[src/rtl/dff_reg_write_arbiter_if.sv]
// Bus between write requesters and the shared holding-register arbiter.
// The arbiter takes the slave modport; a requester-side block or bench takes master.
interface dff_reg_write_arbiter_if #(
  parameter int NUM_REQ = 4,
  parameter int DATA_W  = 8
) ();
  localparam int ID_W = (NUM_REQ > 1) ? $clog2(NUM_REQ) : 1;

  logic                      flush;
  logic [NUM_REQ-1:0]        req;
  logic [NUM_REQ*DATA_W-1:0] wdata;
  logic [NUM_REQ-1:0]        gnt;
  logic [DATA_W-1:0]         q;
  logic                      q_valid;
  logic                      busy;
  logic [ID_W-1:0]           last_id;

  modport master (
    output flush, req, wdata,
    input  gnt, q, q_valid, busy, last_id
  );

  modport slave (
    input  flush, req, wdata,
    output gnt, q, q_valid, busy, last_id
  );
endinterface

[src/rtl/dff_reg_write_arbiter.sv]
// Round-robin arbiter sharing one DATA_W holding register among NUM_REQ writers,
// with a HOLD_CYC guard after each write. Define FIXED_PRIO_EN for lowest-index-wins priority.
module dff_reg_write_arbiter #(
  parameter int NUM_REQ  = 4,
  parameter int DATA_W   = 8,
  parameter int HOLD_CYC = 2
) (
  input  logic                    clk,
  input  logic                    rst,
  dff_reg_write_arbiter_if.slave  bus
);
  localparam int          ID_W = (NUM_REQ > 1) ? $clog2(NUM_REQ) : 1;
  localparam int unsigned NR   = NUM_REQ;

  typedef enum logic [1:0] {IDLE, GRANT, HOLD} state_t;

  state_t            state, state_nxt;
  logic [3:0]        hold_cnt, hold_cnt_nxt;
  logic [ID_W-1:0]   rr_ptr, rr_nxt, winner;
  logic              win_vld, grant;
  logic [DATA_W-1:0] wsel;
  int unsigned       idx;

  // Scan from rr_ptr upward with wrap; rr_ptr is pinned at 0 in fixed-priority builds.
  always_comb begin
    win_vld = 1'b0;
    winner  = '0;
    idx     = 0;
    for (int unsigned k = 0; k < NR; k++) begin
      idx = (32'(rr_ptr) + k) % NR;
      if (!win_vld && bus.req[idx]) begin
        win_vld = 1'b1;
        winner  = ID_W'(idx);
      end
    end
  end

  always_comb begin
    wsel = '0;
    for (int unsigned k = 0; k < NR; k++) begin
      if (ID_W'(k) == winner) wsel = bus.wdata[k*DATA_W +: DATA_W];
    end
  end

  always_comb begin
`ifdef FIXED_PRIO_EN
    rr_nxt = '0;
`else
    rr_nxt = (winner == ID_W'(NR - 1)) ? '0 : winner + 1'b1;
`endif
  end

  always_comb begin
    state_nxt    = state;
    hold_cnt_nxt = hold_cnt;
    grant        = 1'b0;
    unique case (state)
      IDLE: begin
        if (win_vld) begin
          grant     = 1'b1;
          state_nxt = GRANT;
        end
      end
      GRANT: begin
        state_nxt    = HOLD;
        hold_cnt_nxt = 4'(HOLD_CYC - 1);
      end
      HOLD: begin
        if (hold_cnt == '0) state_nxt = IDLE;
        else                hold_cnt_nxt = hold_cnt - 1'b1;
      end
      default: state_nxt = IDLE;
    endcase
    if (bus.flush) begin
      state_nxt = IDLE;
      grant     = 1'b0;
    end
  end

  always_ff @(posedge clk) begin
    if (rst) begin
      state    <= IDLE;
      hold_cnt <= '0;
    end else begin
      state    <= state_nxt;
      hold_cnt <= hold_cnt_nxt;
    end
  end

  // flush clears the register but keeps the round-robin pointer and last winner.
  always_ff @(posedge clk) begin
    if (rst) begin
      bus.q       <= '0;
      bus.q_valid <= 1'b0;
      bus.gnt     <= '0;
      bus.last_id <= '0;
      rr_ptr      <= '0;
    end else begin
      bus.gnt <= '0;
      if (bus.flush) begin
        bus.q       <= '0;
        bus.q_valid <= 1'b0;
      end else if (grant) begin
        bus.q       <= wsel;
        bus.q_valid <= 1'b1;
        bus.last_id <= winner;
        bus.gnt     <= NUM_REQ'(1) << winner;
        rr_ptr      <= rr_nxt;
      end
    end
  end

  assign bus.busy = (state != IDLE);
endmodule
[src/flat_wrapper.sv]
// flat-port wrapper written by rule: the top's interface ports become plain ports
module dff_reg_write_arbiter_flat 
#(
  parameter int NUM_REQ  = 4,
  parameter int DATA_W   = 8,
  parameter int HOLD_CYC = 2
)
  (clk, rst, bus_flush, bus_req, bus_wdata, bus_gnt, bus_q, bus_q_valid, bus_busy, bus_last_id);
  dff_reg_write_arbiter_if #(.NUM_REQ(NUM_REQ), .DATA_W(DATA_W)) bus_i ();
  input  logic clk;
  input  logic rst;
  input wire logic [$bits(bus_i.flush)-1:0] bus_flush;
  input wire logic [$bits(bus_i.req)-1:0] bus_req;
  input wire logic [$bits(bus_i.wdata)-1:0] bus_wdata;
  output wire logic [$bits(bus_i.gnt)-1:0] bus_gnt;
  output wire logic [$bits(bus_i.q)-1:0] bus_q;
  output wire logic [$bits(bus_i.q_valid)-1:0] bus_q_valid;
  output wire logic [$bits(bus_i.busy)-1:0] bus_busy;
  output wire logic [$bits(bus_i.last_id)-1:0] bus_last_id;
  assign bus_i.flush = bus_flush;
  assign bus_i.req = bus_req;
  assign bus_i.wdata = bus_wdata;
  assign bus_gnt = bus_i.gnt;
  assign bus_q = bus_i.q;
  assign bus_q_valid = bus_i.q_valid;
  assign bus_busy = bus_i.busy;
  assign bus_last_id = bus_i.last_id;
  dff_reg_write_arbiter #(.NUM_REQ(NUM_REQ), .DATA_W(DATA_W), .HOLD_CYC(HOLD_CYC)) u_core (.clk(clk), .rst(rst), .bus(bus_i));
endmodule
[config.mk]
export PLATFORM = sky130hd
export DESIGN_NAME = dff_reg_write_arbiter_flat
export DESIGN_NICKNAME = d
export VERILOG_FILES = /design/src/rtl/dff_reg_write_arbiter_if.sv /design/src/rtl/dff_reg_write_arbiter.sv /design/src/flat_wrapper.sv
export SDC_FILE = /design/constraint.sdc
export NUM_CORES = 1
export LEC_CHECK = 0
export CAP_MARGIN = 25
export CORE_AREA = 5 5 66 68
export DETAILED_ROUTE_END_ITERATION = 8
export DIE_AREA = 0 0 71 73
export GPL_ROUTABILITY_DRIVEN = 0
export GPL_TIMING_DRIVEN = 0
export PLACE_DENSITY_LB_ADDON = 0.1
export SLEW_MARGIN = 20
export SYNTH_ARGS = -nofsm -noshare
export SYNTH_HDL_FRONTEND = slang
export SYNTH_SLANG_ARGS = --single-unit
[constraint.sdc]
create_clock -name clk -period 2.85 [get_ports clk]
set_input_delay 0.57 -clock clk [delete_from_list [all_inputs] [get_ports clk]]
set_output_delay 0.57 -clock clk [all_outputs]
set_load 0.1 [all_outputs]
# Word-level counts from Yosys, hierarchy flattened
# Index checks and enable logic that the tools add are counted.
# Widths: inputs -> output; s select.
# totals
ff_bits	23
latchBits	0
ram_bits	0
mem_bits_ro	0
inputBits	39
out_inout_bits	16
mem_count	0
# classes
add_sub_neg	5
n_mul	0
div	0
n_lt_le_gt_ge	4
n_eq_ne	9
shifts	1
mux	29
bitwise_logic	2
reduce_logical	16
# ops
operator	n
$mux 8	4
$mux 2	7
$lt 2x3->1 const B	4
$mux 1	11
$bmux 1 s2	4
$pmux 4 s2	1
$pmux 2 s3	1
$reduce_and 2->1	3
$add 2x1->2 const B	2
$add 2x2->2 const B	2
$eq 2x2->1 const A	2
$eq 2x2->1 const B	2
$logic_not 2->1	2
$logic_not 4->1	1
$mux 4	1
$ne 2x1->1 const B	2
$reduce_bool 2->1	2
$shl 1x2->4 const A	1
$sub 4x1->4 const B	1
$logic_and 1x1->1	3
$logic_not 1->1	3
$reduce_or 3->1	1
$eq 1x2->1 const A	1
$eq 2x1->1 const B	1
3 further kinds	4

# Logic depth before layout (Yosys ltp)
# depth
ltp_word	17
ltp_mapped	11
mapped_depth_nobuf	9

# Worst setup path before layout
# No wires, ideal clock.
# synth_timing
kind	input to register
startpoint	in bus_req[2]
endpoint	reg u_core.bus.q[4]
setup_ns	0.074
t_arrival_ns	2.265
slack_ns	0.511
cell_stages	10
n_path_buf	2
cell_sequence	nor2b_1 -> a21boi_1 -> o32ai_4 -> inv_2 -> ha_1 -> buf_2 -> buf_2 -> a221oi_1 -> a211oi_2 -> nor3_2
# synth_via
elab_chain_len	17
word_cells_on_any_way	33
cone_classes	eq/ne: 3; mux: 23; reduce/logical: 7
# synth_lines
item	line	source
from (decl)	flat_wrapper.sv:13	input wire logic [$bits(bus_i.req)-1:0] bus_req;
$bmux 1 s2	dff_reg_write_arbiter.sv:31	if (!win_vld && bus.req[idx]) begin
$mux 1 (implied by the code)	dff_reg_write_arbiter.sv:31	
$mux 1	dff_reg_write_arbiter.sv:31	
$logic_not 1->1	dff_reg_write_arbiter.sv:31	
$logic_and 1x1->1	dff_reg_write_arbiter.sv:31	
$mux 1	dff_reg_write_arbiter.sv:31	
$logic_not 1->1	dff_reg_write_arbiter.sv:31	
$logic_and 1x1->1	dff_reg_write_arbiter.sv:31	
$mux 1	dff_reg_write_arbiter.sv:31	
$logic_not 1->1	dff_reg_write_arbiter.sv:31	
$logic_and 1x1->1	dff_reg_write_arbiter.sv:31	
$mux 2 (*)	dff_reg_write_arbiter.sv:31	
via u_core.winner[1]	dff_reg_write_arbiter.sv:19	logic [ID_W-1:0] rr_ptr, rr_nxt, winner;
$logic_not 2->1	dff_reg_write_arbiter.sv:41	if (ID_W'(k) == winner) wsel = bus.wdata[k*DATA_W +: DATA_W];
$mux 8 (3 in series)	dff_reg_write_arbiter.sv:41	
$mux 8 (*)	dff_reg_write_arbiter.sv:41	
to (signal assigned)	dff_reg_write_arbiter.sv:104	bus.q <= wsel;
to (decl)	dff_reg_write_arbiter_if.sv:25	output gnt, q, q_valid, busy, last_id
# The timed path passes the listed nets; every way through them passes the cells marked *. The select of a mux whose other input is x is not followed.
# A chain may end at the register's enable or synchronous reset.

# Worst setup path in the final report
# layout_timing
startpoint	in bus_req[2]
endpoint	reg u_core.bus.q[5]
# Same word-level chain as after synthesis.

==> metrics.txt <==
leading area contributor after synthesis=dfxtp_1; clock sink count=23; # diodes=0; most frequent cells in the layout=clkdlybuf4s50_1, dfxtp_1, nor2_1; total wire length=roughly 4000 microns; Layout Nets=roughly 270; synth top area cells=dfxtp_1, nor3_2, a211oi_2; slowest stage delay, CP=about 0.47 ns; vias in the first global route=1,318; cts bufs inserted=3; P_sw=around 440 uW; Worst Setup Start Kind=primary input; dpl cell area=2030 sq um; CTS root buffer=clkbuf_8; Combinational Power Share=0.488; Post-DRT Antenna Nets=0; I/O pins=55; final setup fails=0; Hold WS=between 0.4 and 0.5 ns; Gate Count Post-Synth=between 150 and 200; Avg Cell Area, Syn=around 9.1 sq um; antenna violations before repair=0; part of the power in registers=0.325; max_cap viols=0; share of cells above drive strength 1=0.283; die area=5180 sq um; Critical Path Slowest Stage Cell=clkdlybuf4s50_1; WP data required=slightly above 3 ns; Remaining DRCs=0; via count=between 1,000 and 1,500; power share of the clock group=0.187; clock-pin transition on the worst setup and hold timing paths=0.09 ns; total track usage=0.153; Die H=around 73 microns; Crit Path Class=primary input to flop; Final Non-Filler Cells=between 200 and 300; worst skew pair latency=0.26 ns; syn_nets=a little over 200; Worst slew margin=0.347; DRC marker count from the first detailed-route iteration=86; RSZ-0062 raised after global routing=true; critical-path cell list=clkdlybuf4s50_1 -> nor2b_1 -> a21boi_2 -> o32ai_4 -> inv_2 -> buf_4 -> ha_2 -> buf_4 -> a221oi_2 -> a211oi_2 -> nor3_2; first drt pass iteration count=4; top_reg_cell synth=dfxtp_1; routed vias/inst=5.07; Power, Total=about 1.1 mW; min Tclk post-route=about 2.7 ns; Max rail drop VDD=about 290 uV; CTS tree=built; slew of the pin with the lowest slew margin=between 0.9 and 1 ns; Final Cycle Share=0.960; Hold Vio Cnt, Final=0; Post-synth ARST share=0; DIE WIDTH=about 70 microns; max-slew violation count=0; Congestion Overflow GR=0; Final TNS setup=0 ns; leakage=roughly 0.84 nW; placed cell count=between 200 and 300; number of flops mapped to enable cells by yosys=0; Yosys cell types=39; Syn. warnings=0; Achievable Freq=0.366 GHz; Critical Path AT=between 2 and 3 ns; largest net degree at the start of global routing=14; commonest non-fill, non-tap cell in the layout=clkdlybuf4s50_1; port buffer count=53; Worst Hold Class=flop to flop; Max clock buf depth=2; Row Count=23; Core Region=between 3000 and 4000 sq um; fillcell total=347; switching share of power=0.403; Yosys top cell area share=0.321; HPWL after DPL=3130 microns; first-pass GRT wire length=roughly 6300 microns; Post-Syn Area=about 1400 sq um; P&R area growth vs syn=53.7%; initial core utilization=0.378; drt wl/cell=14.8 microns; #FFs+latches synth=23; Layout Skew=roughly 0.0025 ns; post-synthesis sequential area ratio=0.321; H-tree Lvls=1; status=finished, final reports clean; cell area after layout=approximately 2200 sq um; cell internal pwr=~660 uW; CP max FO=10; Pwr Density=around 500 nW/um^2; Setup crit end kind=flop; most used cell, CP=buf_4
-- kinds of logic (layout without fill, tap and decap cells) --
family / after synthesis / count (layout) / share of synthesized area
adder cells (fa/ha/maj): 6 / 6 / 0.0523
AO/OA/AOI/OAI: 40 / 40 / 0.246
multiplexers: 1 / 1 / 0.00697
AND/OR/NAND/NOR: 60 / 60 / 0.285
flip-flops: 23 / 23 / 0.321
buffers and inverters: 27 / 89 / 0.0897
-- through the flow --
| stage | setup WS [ns] | util |
|---|---|---|
| floorplan | 0.511 | - |
| global placement | -0.257 | 0.534 |
| detailed placement | -0.393 | 0.534 |
| CTS | 0.00987 | 0.561 |
| global route | -0.0356 | 0.581 |
| finish | 0.114 | 0.581 |
-- worst max-delay path, delay by kind of cell --
kind,cells,cell delay (ns)
buffers and inverters,4,0.95
adders and majority gates,1,0.25
AOI/OAI and AO/OA,4,0.84
and+or+nand+nor,2,0.32
-- final timing paths --
path	from	endpoint	slack (ns)	cells past startpoint
hold reg to reg	u_core.bus.q_valid	u_core.bus.q_valid	0.47	2
hold / removal	u_core.bus.q_valid	u_core.bus.q_valid	0.47	2
setup reg to reg	u_core.rr_ptr[0]	u_core.bus.q[0]	0.55	10
setup / recovery	bus_req[2]	u_core.bus.q[5]	0.11	11
-- power groups by stage --
stage / sequential [mW] / clock, mW / combinational, mW
after floorplan: 0.480 / 0 / 0.225
after global placement: 0.364 / 0 / 0.469
after detailed placement: 0.366 / 0 / 0.478
after CTS: 0.358 / 0.216 / 0.505
after global routing: 0.362 / 0.227 / 0.572
final: 0.358 / 0.207 / 0.538
-- sequential cells by signal, summed over array words and instances (netlist names) --
register / count
u_core.bus.q_valid: 1
u_core.bus.q: 8
u_core.rr_ptr: 2
u_core.bus.last_id: 2
u_core.hold_cnt: 4
u_core.state: 2
u_core.bus.gnt: 4
-- cells in the mapped netlist, types with 3 or more instances --
cell type  count
a211oi_2       8
a221oi_1       8
nor3_2        12
nand3b_1       8
nor3_1         4
nor2_1        16
nor2b_1        3
ha_1           6
inv_1         13
a21oi_1       12
inv_2          4
dfxtp_1       23
nand2_1        4
buf_2          4
-- what timing repair did --
action	4_1_cts	5_1_grt
gates resized for setup	9	12
pin swaps	0	3
hold buffers	0	0
setup buffers	2	4
setup endpoints to repair	8	8
-- layout make-up --
| type | instances | area, sq um | area share |
|---|---|---|---|
| multi-input combinational | 107 | 925 | 0.419 |
| timing repair buffer | 59 | 579 | 0.262 |
| sequential | 23 | 460 | 0.209 |
| buffer | 9 | 70.1 | 0.0317 |
| inverter | 17 | 63.8 | 0.0289 |
| tap | 50 | 62.6 | 0.0283 |
| clock buffer | 3 | 41.3 | 0.0187 |
| clock inverter | 1 | 5.00 | 0.00227 |
-- routing by layer --
metal / vias up / share of wire / global-route usage
met5: - / 0 / 0
met4: 0 / 0.022 / 0.0480
met3: 8 / 0.046 / 0.0331
met2: 32 / 0.53 / 0.275
met1: 638 / 0.40 / 0.181
li1: 686 / - / -
Note: power is estimated with default switching activity, not from simulation.
